===== src/rtl/uart_rx_deser.sv =====
// uart_rx_deser -- 8N1 UART receive front end (LSB first).
//
// Synchronizes the asynchronous serial line, finds the start bit, samples
// every bit in the middle of its bit period and presents each well-framed
// byte with a one-cycle strobe. A low stop bit raises a one-cycle frame
// error and parks the receiver until the line returns high.
//
// Parameters
//   CLKS_PER_BIT  clock cycles per serial bit; must be even and >= 4
//
// Ports
//   clk        rising-edge clock
//   rst        synchronous, active-high reset
//   rx_serial  asynchronous serial input, idles high
//   rx_byte    last correctly framed byte, held between frames
//   rx_stb     one-cycle pulse: rx_byte has just been updated
//   frame_err  one-cycle pulse: stop bit sampled low
//   busy       high whenever the receiver is not idle
module uart_rx_deser #(
    parameter int CLKS_PER_BIT = 16
) (
    input  logic       clk,
    input  logic       rst,
    input  logic       rx_serial,
    output logic [7:0] rx_byte,
    output logic       rx_stb,
    output logic       frame_err,
    output logic       busy
);

    localparam int CW = $clog2(CLKS_PER_BIT);
    localparam logic [CW-1:0] CNT_HALF = CW'(CLKS_PER_BIT / 2 - 1);
    localparam logic [CW-1:0] CNT_LAST = CW'(CLKS_PER_BIT - 1);

    typedef enum logic [2:0] {
        IDLE,
        START,
        DATA,
        STOP,
        BREAK
    } state_t;

    state_t        state, state_n;
    logic [1:0]    sync;
    logic          rx_s;
    logic [CW-1:0] cyc, cyc_n;
    logic [2:0]    bit_cnt, bit_n;
    logic [7:0]    sh, sh_n;
    logic [7:0]    byte_n;
    logic          stb_n, ferr_n;
    logic          cyc_done, half_done, bit_last;

    assign rx_s      = sync[1];
    assign cyc_done  = (cyc == CNT_LAST);
    assign half_done = (cyc == CNT_HALF);
    assign bit_last  = (bit_cnt == 3'd7);
    assign busy      = (state != IDLE);

    always_ff @(posedge clk) begin
        if (rst) begin
            // Sync flops reset high so reset never looks like a start bit.
            sync      <= 2'b11;
            state     <= IDLE;
            cyc       <= '0;
            bit_cnt   <= '0;
            sh        <= '0;
            rx_byte   <= '0;
            rx_stb    <= 1'b0;
            frame_err <= 1'b0;
        end else begin
            sync      <= {sync[0], rx_serial};
            state     <= state_n;
            cyc       <= cyc_n;
            bit_cnt   <= bit_n;
            sh        <= sh_n;
            rx_byte   <= byte_n;
            rx_stb    <= stb_n;
            frame_err <= ferr_n;
        end
    end

    always_comb begin
        state_n = state;
        cyc_n   = cyc;
        bit_n   = bit_cnt;
        sh_n    = sh;
        byte_n  = rx_byte;
        stb_n   = 1'b0;
        ferr_n  = 1'b0;
        case (state)
            IDLE: begin
                cyc_n = '0;
                bit_n = '0;
                if (!rx_s) state_n = START;
            end
            START: begin
                if (half_done) begin
                    // High at mid start bit means a glitch: drop it silently.
                    cyc_n   = '0;
                    bit_n   = '0;
                    state_n = rx_s ? IDLE : DATA;
                end else begin
                    cyc_n = cyc + CW'(1);
                end
            end
            DATA: begin
                if (cyc_done) begin
                    cyc_n = '0;
                    sh_n  = {rx_s, sh[7:1]};   // LSB first: shift right
                    if (bit_last) begin
                        bit_n   = '0;
                        state_n = STOP;
                    end else begin
                        bit_n = bit_cnt + 3'd1;
                    end
                end else begin
                    cyc_n = cyc + CW'(1);
                end
            end
            STOP: begin
                if (cyc_done) begin
                    cyc_n = '0;
                    if (rx_s) begin
                        byte_n  = sh;
                        stb_n   = 1'b1;
                        state_n = IDLE;
                    end else begin
                        ferr_n  = 1'b1;
                        state_n = BREAK;
                    end
                end else begin
                    cyc_n = cyc + CW'(1);
                end
            end
            BREAK: begin
                // A held-low line must go high before a new start is accepted.
                cyc_n = '0;
                if (rx_s) state_n = IDLE;
            end
            default: begin
                state_n = IDLE;
                cyc_n   = '0;
                bit_n   = '0;
            end
        endcase
    end

endmodule


===== config.mk =====
export PLATFORM = sky130hd
export DESIGN_NAME = uart_rx_deser
export DESIGN_NICKNAME = d
export VERILOG_FILES = /design/src/rtl/uart_rx_deser.sv
export SDC_FILE = /design/constraint.sdc
export NUM_CORES = 1
export LEC_CHECK = 0
export ABC_CLOCK_PERIOD_IN_PS = 1700
export CORE_MARGIN = 2
export CORE_UTILIZATION = 34
export DETAILED_ROUTE_END_ITERATION = 7
export SYNTH_ARGS = -nofsm -noshare
export SYNTH_HDL_FRONTEND = slang
export SYNTH_SLANG_ARGS = --single-unit

===== constraint.sdc =====
create_clock -name clk -period 1.7 [get_ports clk]
set_clock_uncertainty 0.15 [all_clocks]
set_input_delay 0.34 -clock clk [delete_from_list [all_inputs] [get_ports clk]]
set_output_delay 0.34 -clock clk [all_outputs]
set_load 0.05 [all_outputs]

**Word level (Yosys, flattened, before mapping)**

Cells that the tools add are included.
Widths: inputs -> output; s select.

- Bits in registers: 30
- Logic and storage cells: 53
- Output and inout port bits: 11
- Input port bits: 3

- Bitwise operators: 3
- Add/sub/neg operators: 2
- Reduce and logical (&&, ||, !) cells: 9
- Muxes and demuxes: 18
- Eq/ne operators: 13

Operators by type and width:

| operator | number |
|---|---|
| $mux 3 | 10 |
| $pmux 3 s5 | 1 |
| $ne 2x2->1 const B | 6 |
| $pmux 3 s3 | 1 |
| $mux 4 | 2 |
| $pmux 4 s2 | 1 |
| $eq 3x2->1 const B | 2 |
| $eq 3x3->1 const B | 2 |
| $reduce_and 3->1 | 2 |
| $reduce_and 6->1 | 1 |
| $add 4x1->4 const B | 1 |
| $eq 4x3->1 const B | 1 |
| $eq 4x4->1 const B | 1 |
| $reduce_or 2->1 | 2 |
| $add 3x1->3 const B | 1 |
| $eq 3x1->1 const B | 1 |
| $logic_not 3->1 | 1 |
| $not 1->1 | 3 |
| $reduce_bool 3->1 | 1 |
| $reduce_or 3->1 | 1 |
| $mux 1 | 2 |
| $mux 2 | 1 |
| $reduce_and 2->1 | 1 |

**Depth between registers and ports, before layout**

Gate-level depths: netlist (run 1).

- Depth after elaboration: 4
- Gate-level depth with buffers: 6
- Mapped depth without buffers: 6

**Worst setup path after synthesis (run 1)**

OpenSTA, ideal clock, no wires.

- Path type: reg2reg
- Start point: register bit_cnt[0]
- End point: register bit_cnt[0]
- Cell stages (with the launch flop): 6
- Path slack: -0.037 ns
- Data arrival time: 1.516 ns
- Buffers on the path: 0
- Data required time: 1.479 ns
- Setup time: 0.071 ns
- Clock period less this slack: 1.737 ns
- Cell sequence: dfxtp_1 -> ha_1 -> ha_1 -> or4_1 -> or3_1 -> a21oi_1

- Word-level cells in the longest chain between the ends: 4
- Elaborated cells between the ends (all ways): 5
- Classes of those cells: add/sub: 1; eq/ne: 1; mux: 3

Ends and longest elaborated chain:

| item | RTL line | text |
|---|---|---|
| from (decl) | 47 | `logic [2:0] bit_cnt, bit_n;` |
| from (signal assigned) | 74 | `bit_cnt <= bit_n;` |
| $add 3x1->3 / $eq 3x3->1 (equally long branches) | 114, 56 |  |
| $mux 3 (*) | 110 | `if (bit_last) begin` |
| $mux 3 (*) | 107 | `if (cyc_done) begin` |
| $pmux 3 s3 (*) | 90 | `case (state)` |

Every way passes the cells marked *; elsewhere a longest branch is shown, timed or not. The select of a mux whose other input is x is not followed.
A chain may end at the register's enable or synchronous reset.

**Worst setup path in the final report (run 1)**

- Start point: register state[2]
- End point: output busy

- Word-level cells in the longest chain between the ends: 1

Ends and longest elaborated chain:

| item | RTL line | text |
|---|---|---|
| from (decl) | 43 | `state_t state, state_n;` |
| from (signal assigned) | 72 | `state <= state_n;` |
| $reduce_bool 3->1 | 57 | `assign busy = (state != IDLE);` |
| to (decl) | 28 | `output logic busy` |

Every way passes these cells.

==> flow_metrics.env, run 1 <==
export IMPL_dpl_cell_count=197
export IMPL_dp_hpwl_mm=1.79
export IMPL_ys_types=38
export IMPL_synth_enable_flop_cells=0
export IMPL_ios=14
export IMPL_leakage_nw=0.684
export IMPL_dpl_instance_area_mm2=0.00166
export IMPL_vdd_drop_max_uv=547
export IMPL_fin_cells=209
export IMPL_seqCellArea_um2=611
export IMPL_slew_viol_final=0
export IMPL_whs_path_depth=1
export IMPL_grt_pass1_vias=959
export IMPL_hold_class="flop to flop"
export IMPL_max_clock_path_buffers=2
export IMPL_clk_pin_slew_worst_paths_ns=0.06
export IMPL_grt_overflow_total=0
export IMPL_start_kind="flop"
export IMPL_clock_sinks=30
export IMPL_max_slew_margin=0.808
export IMPL_grt_antenna_before_repair=0
export IMPL_drtPass1Iterations=4
export IMPL_layout_setup_ws_ns=-0.0536
export IMPL_fmax_ghz=0.570
export IMPL_utilization=0.515
export IMPL_wire_per_inst_um=12.3
export IMPL_first_iter_violations=26
export IMPL_final_nets=166
export IMPL_htree_levels=2
export IMPL_hp_start="sync[0]"
export IMPL_row_count=22
export IMPL_route_detailed_drc=0
export IMPL_status="finished, violations left"
export IMPL_ys_ff_latch=30
export IMPL_cp_end_kind="primary output"
export IMPL_cts_root_buf="clkbuf_8"
export IMPL_fin_crit_ns=1.75
export IMPL_synth_seq_area_share=0.474
export IMPL_hold_violations=0
export IMPL_clk_latency_ns=0.27
export IMPL_cp_max_fo=3
export IMPL_r2r_slack_ns=-0.04
export IMPL_area_growth_pct=47.8
export IMPL_coreArea_mm2=0.00363
export IMPL_holdBufCountCts=0
export IMPL_worstPathRequired_ns=1.21
export IMPL_synth_area_leaders="dfxtp_1 47%, mux2i_1 14%, nor2_1 5.9%, ha_1 3.0%, nor3_4 2.6%"
export IMPL_place_ws_ns=-0.116
export IMPL_yosysMostFrequentCell="dfxtp_1"
export IMPL_r2r_start="state[2]"
export IMPL_synth_area_mm2=0.00127
export IMPL_power_density_mw_per_mm2=721
export IMPL_fin_crit_sh=1.03
export IMPL_syn_avg_cell_area_um2=9.98
export IMPL_synth_area_leader_cell="dfxtp_1"
export IMPL_r2r_cells=5
export IMPL_synth_top_cell_area_share=0.474
export IMPL_cts_inserted_buffers=5
export IMPL_worst_pin_slew_ns=0.287
export IMPL_synthFlopType="dfxtp_1"
export IMPL_vias=995
export IMPL_grt_pass1_wl_mm=4.38
export IMPL_gp_congestion=0.791
export IMPL_synthTopCellsByCount="30 x dfxtp_1, 20 x nor2_1, 18 x mux2i_1"
export IMPL_worstPathArrival_ns=1.26
export IMPL_start_util=0.349
export IMPL_failed_checks="setup timing"
export IMPL_yosys_warnings=0
export IMPL_portBuffers=13
export IMPL_maxCapViolCount=0
export IMPL_crit_start="state[2]"
export IMPL_tritoncts="built"
export IMPL_finalWirelength_mm=2.57
export IMPL_synth_async_reset_ratio=0
export IMPL_drtAntennaViolNets=0
export IMPL_criticalPathCategory="flop to primary output"
export IMPL_drive_gt1_frac=0.360
export IMPL_fp_dieH_um=65.1
export IMPL_syn_inst=127
export IMPL_hold_ws_ns=0.261
export IMPL_dieArea_mm2=0.00423
export IMPL_finalSetupViolCount=2
export IMPL_synth_nets=133
export IMPL_grt_max_degree=17
export IMPL_num_fill_cells=341
export IMPL_rsz0062_at_grt="true"
export IMPL_die_x_um=65.1
export IMPL_track_usage=0.135
export IMPL_diodes=0
export IMPL_stdcell_area_mm2=0.00187
export IMPL_vias_per_cell=4.76
export IMPL_multiInputGateArea_um2=693
-- cell type report --
| type | instances | area share |
|---|---|---|
| sequential | 30 | 0.326 |
| timing repair buffer | 32 | 0.219 |
| clock inverter | 1 | 0.00267 |
| inverter | 2 | 0.00401 |
| tap | 48 | 0.0321 |
| clock buffer | 7 | 0.0461 |
| multi-input combinational | 89 | 0.370 |
-- placed cells by master (no fill, tap or decap), types with 2 or more instances in the layout --
cell / instances
dfxtp_1: 26
nor2_1: 20
mux2i_1: 17
buf_4: 15
buf_12: 12
clkbuf_8: 6
nor3_1: 4
nand2_1: 3
o21ai_1: 3
nor3_4: 2
inv_1: 2
xor2_1: 2
nand3_1: 2
or2_2: 2
nor4_1: 2
and2_1: 2
nand4_1: 2
a21oi_1: 2
ha_4: 2
dfxtp_2: 2
clkdlybuf4s50_1: 2
buf_6: 2
dfxtp_4: 2
-- stage by stage --
stage | TNS [ns] | total power [mW]
after floorplan | -0.0197 | 0.771
after CTS | -0.277 | 1.37
final | -0.0951 | 1.35
after detailed placement | -0.116 | 0.796
after global placement | -0.0496 | 0.795
after global routing | -0.183 | 1.41
-- logic make-up (layout without fill, tap and decap cells) --
group / count (synthesis) / in the layout / share of synthesized area
buf+inv: 8 / 42 / 0.0336
mux: 18 / 18 / 0.142
simple gates: 51 / 51 / 0.230
compound gates: 14 / 14 / 0.0701
xor+xnor: 3 / 3 / 0.0207
flops: 30 / 30 / 0.474
fa+ha+maj: 3 / 3 / 0.0296
-- layer usage --
layer,track usage,part of all wire
met1,0.165,0.44
met2,0.220,0.50
met3,0.0503,0.047
met4,0.0469,0.013
met5,0,0
-- final timing paths --
| check | end |
|---|---|
| worst max-delay path | busy |
| worst min-delay path | sync[1] |
| worst max register to register | bit_cnt[0] |
| worst min register to register | sync[1] |
-- flip-flops by register name, summed over array words and instances, names as in the netlist --
name,count
sh,8
bit_cnt,3
cyc,4
frame_err,1
rx_stb,1
state,3
rx_byte,8
sync,2
-- where the power goes --
part | total (mW) | switching (mW) | internal (mW)
sequential | 0.710 | 0.00516 | 0.704
combinational | 0.0760 | 0.0426 | 0.0334
clock | 0.566 | 0.240 | 0.325
total | 1.35 | 0.288 | 1.06
-- worst max-delay path: stages, from the launching register on --
cell,delay [ns]
dfxtp_4,0.35
buf_6,0.11
or3_4,0.38
buf_8,0.16
-- timing repair --
item,CTS,global route
gates resized for setup,12,13
pin swaps,2,9
endpoints found under the setup margin,2,23
buffers inserted,0,4
Power figures use the tool's default switching activity.
==> run 2: changes to the inputs <==
--- a/config.mk
+++ b/config.mk
@@ -6,7 +6,7 @@
 export NUM_CORES = 1
 export LEC_CHECK = 0
 export ABC_CLOCK_PERIOD_IN_PS = 1700
-export CORE_MARGIN = 2
+export CORE_MARGIN = 4
 export CORE_UTILIZATION = 34
 export DETAILED_ROUTE_END_ITERATION = 7
 export SYNTH_ARGS = -nofsm -noshare
==> run 2 against run 1 <==
Die area up 13%. Highest routed layer unchanged. Sequential share of layout area shrank 1.6 points. The flow still finishes with violations (setup timing). Flip-flop and latch count did not move. Utilization up 5.5 points. Worst hold slack got worse by 0.0016 ns. Design area rose by 5.7%. First-iteration DRC count increased by 130%. Clock power grew 23%. Largest power group unchanged. Via count up 5.6%. Count of clock-buffer cells in the layout fell by 2. Largest cell class unchanged. Sequential power about the same.
==> flow_metrics.env, run 2 (synthesis results as in run 1) <==
export IMPL_final_nets=170
export IMPL_drtPass1Iterations=4
export IMPL_ios=14
export IMPL_vdd_drop_max_uv=623
export IMPL_grt_overflow_total=0
export IMPL_route_detailed_drc=0
export IMPL_fp_dieH_um=69.1
export IMPL_portBuffers=13
export IMPL_fmax_ghz=0.560
export IMPL_final_cell_mix="23 x dfxtp_1, 20 x nor2_1, 16 x mux2i_1, 16 x buf_4, 14 x buf_12"
export IMPL_grt_antenna_before_repair=0
export IMPL_cp_max_fo=2
export IMPL_worstPathRequired_ns=1.76
export IMPL_power_density_mw_per_mm2=757
export IMPL_finalWirelength_mm=2.97
export IMPL_leakage_nw=0.732
export IMPL_failed_checks="setup timing"
export IMPL_reg_top3="rx_byte x8, sh x8, cyc x4"
export IMPL_row_count=21
export IMPL_cpPeakStageDelay_ns=0.47
export IMPL_finalSetupViolCount=2
export IMPL_maxCapViolCount=0
export IMPL_path_cells="ha_4 -> ha_4 -> or4_1 -> or3_4 -> a21oi_2"
export IMPL_hold_ws_ns=0.259
export IMPL_worst_pin_slew_ns=0.344
export IMPL_criticalPathCategory="flop to flop"
export IMPL_gp_congestion=0.839
export IMPL_max_slew_margin=0.770
export IMPL_drive_gt1_frac=0.412
export IMPL_fin_crit_ns=1.79
export IMPL_start_kind="flop"
export IMPL_cp_end_kind="flop"
export IMPL_num_fill_cells=312
export IMPL_diodes=0
export IMPL_cp_num_buf_inv=0
export IMPL_start_util=0.365
export IMPL_rsz0062_at_grt="true"
export IMPL_max_clock_path_buffers=2
export IMPL_grt_pass1_wl_mm=5.00
export IMPL_track_usage=0.131
export IMPL_crit_family="simple AND/OR/NAND/NOR gates"
export IMPL_drtAntennaViolNets=0
export IMPL_grt_max_degree=21
export IMPL_crit_path_frequent_cell="ha_4"
export IMPL_finalSetupTns_ns=-0.158
export IMPL_status="finished, violations left"
export IMPL_fin_crit_sh=1.05
export IMPL_worstPathArrival_ns=1.85
export IMPL_clk_pin_slew_worst_paths_ns=0.06
export IMPL_cp_slowest_cell="or4_1"
export IMPL_holdBufCountCts=0
export IMPL_clock_sinks=30
export IMPL_dp_hpwl_mm=2.03
export IMPL_vias_per_cell=4.98
export IMPL_slew_viol_final=0
export IMPL_final_common_cell="dfxtp_1"
export IMPL_vias=1051
export IMPL_htree_levels=2
export IMPL_tritoncts="built"
export IMPL_die_x_um=69.1
export IMPL_hold_class="flop to flop"
export IMPL_coreArea_mm2=0.00347
export IMPL_dieArea_mm2=0.00477
export IMPL_clk_latency_ns=0.28
export IMPL_first_iter_violations=61
export IMPL_cts_root_buf="clkbuf_8"
export IMPL_layout_setup_ws_ns=-0.0869
export IMPL_cts_inserted_buffers=5
export IMPL_grt_pass1_vias=1096
export IMPL_hold_violations=0
export IMPL_wire_per_inst_um=14.1
export IMPL_area_growth_pct=56.2
run 2: changes by cell type in the layout (fill, tap and decap cells not counted), sizes merged:
cell / before / now
buf: 30 / 34
clkbuf: 7 / 5
clkinv: 1 / 2
bufinv: 0 / 1
run 2: path summary, 6_finish.rpt:
check                           depth (start not counted)        from  slack (ns)          to
worst max-delay path                                    5  bit_cnt[0]       -0.09  bit_cnt[0]
worst min-delay path                                    1     sync[0]        0.26     sync[1]
worst max register to register                          5  bit_cnt[0]       -0.09  bit_cnt[0]
worst min register to register                          1     sync[0]        0.26     sync[1]
run 2: stage by stage:
| stage | setup slack, ns | total power, mW | utilization | cell area, um2 | instances |
|---|---|---|---|---|---|
| after CTS | -0.142 | 1.51 | 0.537 | 1860 | 206 |
| final | -0.0869 | 1.50 | 0.571 | 1980 | 211 |
| after global placement | -0.0509 | 0.804 | 0.487 | 1690 | 196 |
| after floorplan | -0.0197 | 0.771 | - | 1270 | 127 |
| after global routing | -0.108 | 1.56 | 0.571 | 1980 | 211 |
| after detailed placement | -0.141 | 0.805 | 0.487 | 1690 | 196 |
run 2: timing repair:
item                       CTS  global route
setup endpoints to repair    3            19
cloned                       0             0
resized for setup           12            21
pin swaps                    2             4
setup buffers                2             5
run 2: cell type report:
type,count,area (um2),area share
Clock buffer,5,68.8,0.0348
Clock inverter,3,40.0,0.0202
Inverter,2,7.51,0.00379
Multi-Input combinational cell,89,722,0.365
Sequential cell,30,614,0.310
Tap cell,46,57.6,0.0291
Timing Repair Buffer,36,469,0.237
run 2: report_power, final:
| part | internal [mW] | switching [mW] | total [mW] |
|---|---|---|---|
| clock | 0.430 | 0.267 | 0.698 |
| combinational | 0.0443 | 0.0474 | 0.0917 |
| sequential | 0.704 | 0.00420 | 0.709 |
run 2: routing by layer:
metal	GRT usage	share of wire	wire (um)
met5	0	0	0
met4	0.0672	0.018	53
met3	0.0523	0.048	141
met2	0.225	0.54	1590
met1	0.139	0.40	1180
==> run 3: changes to the inputs <==
--- a/config.mk
+++ b/config.mk
@@ -7,8 +7,9 @@
 export LEC_CHECK = 0
 export ABC_CLOCK_PERIOD_IN_PS = 1700
 export CORE_MARGIN = 4
-export CORE_UTILIZATION = 34
+export CORE_UTILIZATION = 48
 export DETAILED_ROUTE_END_ITERATION = 7
+export PLACE_DENSITY = 0.72
 export SYNTH_ARGS = -nofsm -noshare
 export SYNTH_HDL_FRONTEND = slang
 export SYNTH_SLANG_ARGS = --single-unit
==> run 3 against run 2 <==
The run still ends with setup timing left. Die area down 26%. First-iteration DRC count is 69% lower. Routed wire length is 11% lower. Global-route usage grew 3.4 points. Register-to-register slack is essentially flat. Count of clock-buffer cells in the layout stayed put. Cell count shrank 10%. Total power shrank 22%. Worst hold slack gained 0.012 ns. Critical path type unchanged. Critical endpoint unchanged.
==> flow_metrics.env, run 3 (synthesis results as in run 1) <==
export IMPL_drtPass1Iterations=4
export IMPL_start_util=0.507
export IMPL_coreArea_mm2=0.00250
export IMPL_fmax_ghz=0.561
export IMPL_grt_busiest_layer="met2"
export IMPL_fin_crit_sh=1.05
export IMPL_seqPwrFrac=0.605
export IMPL_clk_pin_slew_worst_paths_ns=0.09
export IMPL_cp_end_kind="flop"
export IMPL_grt_overflow_total=0
export IMPL_fin_cells=189
export IMPL_drtAntennaViolNets=0
export IMPL_clk_latency_ns=0.32
export IMPL_leakage_nw=0.675
export IMPL_first_iter_violations=19
export IMPL_fin_crit_ns=1.78
export IMPL_grt_met1_usage=0.211
export IMPL_die_x_um=59.4
export IMPL_grt_max_degree=20
export IMPL_ios=14
export IMPL_design_power_total_mw=1.17
export IMPL_maxCapViolCount=0
export IMPL_power_density_mw_per_mm2=640
export IMPL_grt_antenna_before_repair=0
export IMPL_stdcell_area_mm2=0.00183
export IMPL_track_usage=0.166
export IMPL_num_fill_cells=172
export IMPL_place_ws_ns=-0.0930
export IMPL_portBuffers=13
export IMPL_dp_hpwl_mm=1.78
export IMPL_reg_top3="rx_byte x8, sh x8, cyc x4"
export IMPL_vias=1050
export IMPL_max_clock_path_buffers=2
export IMPL_cts_root_buf="clkbuf_4"
export IMPL_switching_power_uw=279
export IMPL_final_cell_mix="24 x dfxtp_1, 20 x nor2_1, 18 x mux2i_1"
export IMPL_diodes=0
export IMPL_drive_gt1_frac=0.390
export IMPL_dpl_cell_count=178
export IMPL_grt_pass1_wl_mm=4.37
export IMPL_swShare=0.238
export IMPL_gr_usage_met3=0.0523
export IMPL_clockPowerShare=0.321
export IMPL_area_growth_pct=44.2
export IMPL_hold_violations=0
export IMPL_slew_viol_final=0
export IMPL_hold_ws_ns=0.271
export IMPL_cts_inserted_buffers=5
export IMPL_hold_class="flop to flop"
export IMPL_cp_max_fo=2
export IMPL_worstPathArrival_ns=1.88
export IMPL_vdd_drop_max_uv=692
export IMPL_holdBufCountCts=0
export IMPL_intPower_uw=892
export IMPL_failed_checks="setup timing"
export IMPL_grt_pass1_vias=1008
export IMPL_layout_setup_ws_ns=-0.0828
export IMPL_tritoncts="built"
export IMPL_status="finished, violations left"
export IMPL_dieArea_mm2=0.00353
export IMPL_finalSetupViolCount=2
export IMPL_max_slew_margin=0.753
export IMPL_route_detailed_drc=0
export IMPL_final_nets=165
export IMPL_p_comb_frac=0.074
export IMPL_rsz0062_at_grt="true"
export IMPL_row_count=18
export IMPL_gp_congestion=0.864
export IMPL_vias_per_cell=5.56
export IMPL_finalWirelength_mm=2.63
export IMPL_fp_dieH_um=59.4
export IMPL_met2_usage=0.259
export IMPL_clock_sinks=30
export IMPL_worstPathRequired_ns=1.80
export IMPL_final_common_cell="dfxtp_1"
export IMPL_criticalPathCategory="flop to flop"
export IMPL_dpl_instance_area_mm2=0.00163
export IMPL_start_kind="flop"
export IMPL_htree_levels=2
export IMPL_worst_pin_slew_ns=0.370
export IMPL_wire_per_inst_um=13.9
## run 3: changes by cell type in the layout (fill, tap and decap cells not counted), moves of 2 or more
cell      delta
clkbuf_8     -5
mux2i_1      +2
buf_4        -3
dfxtp_2      -2
clkbuf_4     +5
buf_12       -2
mux2i_2      -2
## run 3: area by class of cell
cell class                 count  area, um2  area share
timing repair buffer          31        407       0.222
clock buffer                   5       37.5      0.0205
multi-input combinational     89        713       0.390
clock inverter                 2       10.0     0.00548
inverter                       2       7.51     0.00411
tap                           30       37.5      0.0205
sequential                    30        616       0.337
## run 3: path summary, 6_finish.rpt
kind / start / to / slack (ns) / depth (start not counted)
min: sync[0] / sync[1] / 0.27 / 1
max reg2reg: bit_cnt[1] / bit_cnt[0] / -0.08 / 5
max: bit_cnt[1] / bit_cnt[0] / -0.08 / 5
min reg2reg: sync[0] / sync[1] / 0.27 / 1
## run 3: worst max-delay path: stages, from the launching register on
cell	delay (ns)
dfxtp_2	0.34
ha_4	0.16
ha_4	0.15
or4_4	0.47
or3_4	0.34
a21oi_2	0.11
## run 3: what timing repair did
item	4_1_cts	5_1_grt
cloned	0	0
setup endpoints to repair	6	16
pin swaps	1	7
gates resized for setup	16	17
setup buffers	4	2
## run 3: stage by stage
step / setup TNS (ns) / utilization
after global routing: -0.355 / 0.731
after floorplan: -0.0197 / -
after CTS: -0.170 / 0.703
after detailed placement: -0.123 / 0.651
after global placement: -0.0467 / 0.651
final: -0.165 / 0.731
## run 3: layer usage
layer | up-vias | part of all wire | routed length [um]
li1 | 508 | - | -
met4 | 0 | 0.0053 | 14
met2 | 25 | 0.50 | 1330
met1 | 514 | 0.44 | 1150
met3 | 3 | 0.052 | 136
met5 | - | 0 | 0
## run 3: power groups by stage
stage,combinational [mW],clock [mW],sequential [mW]
final,0.0869,0.376,0.708
after global routing,0.0929,0.432,0.709
after CTS,0.0740,0.394,0.707
after detailed placement,0.0704,0,0.727
after global placement,0.0693,0,0.727
after floorplan,0.0468,0,0.724
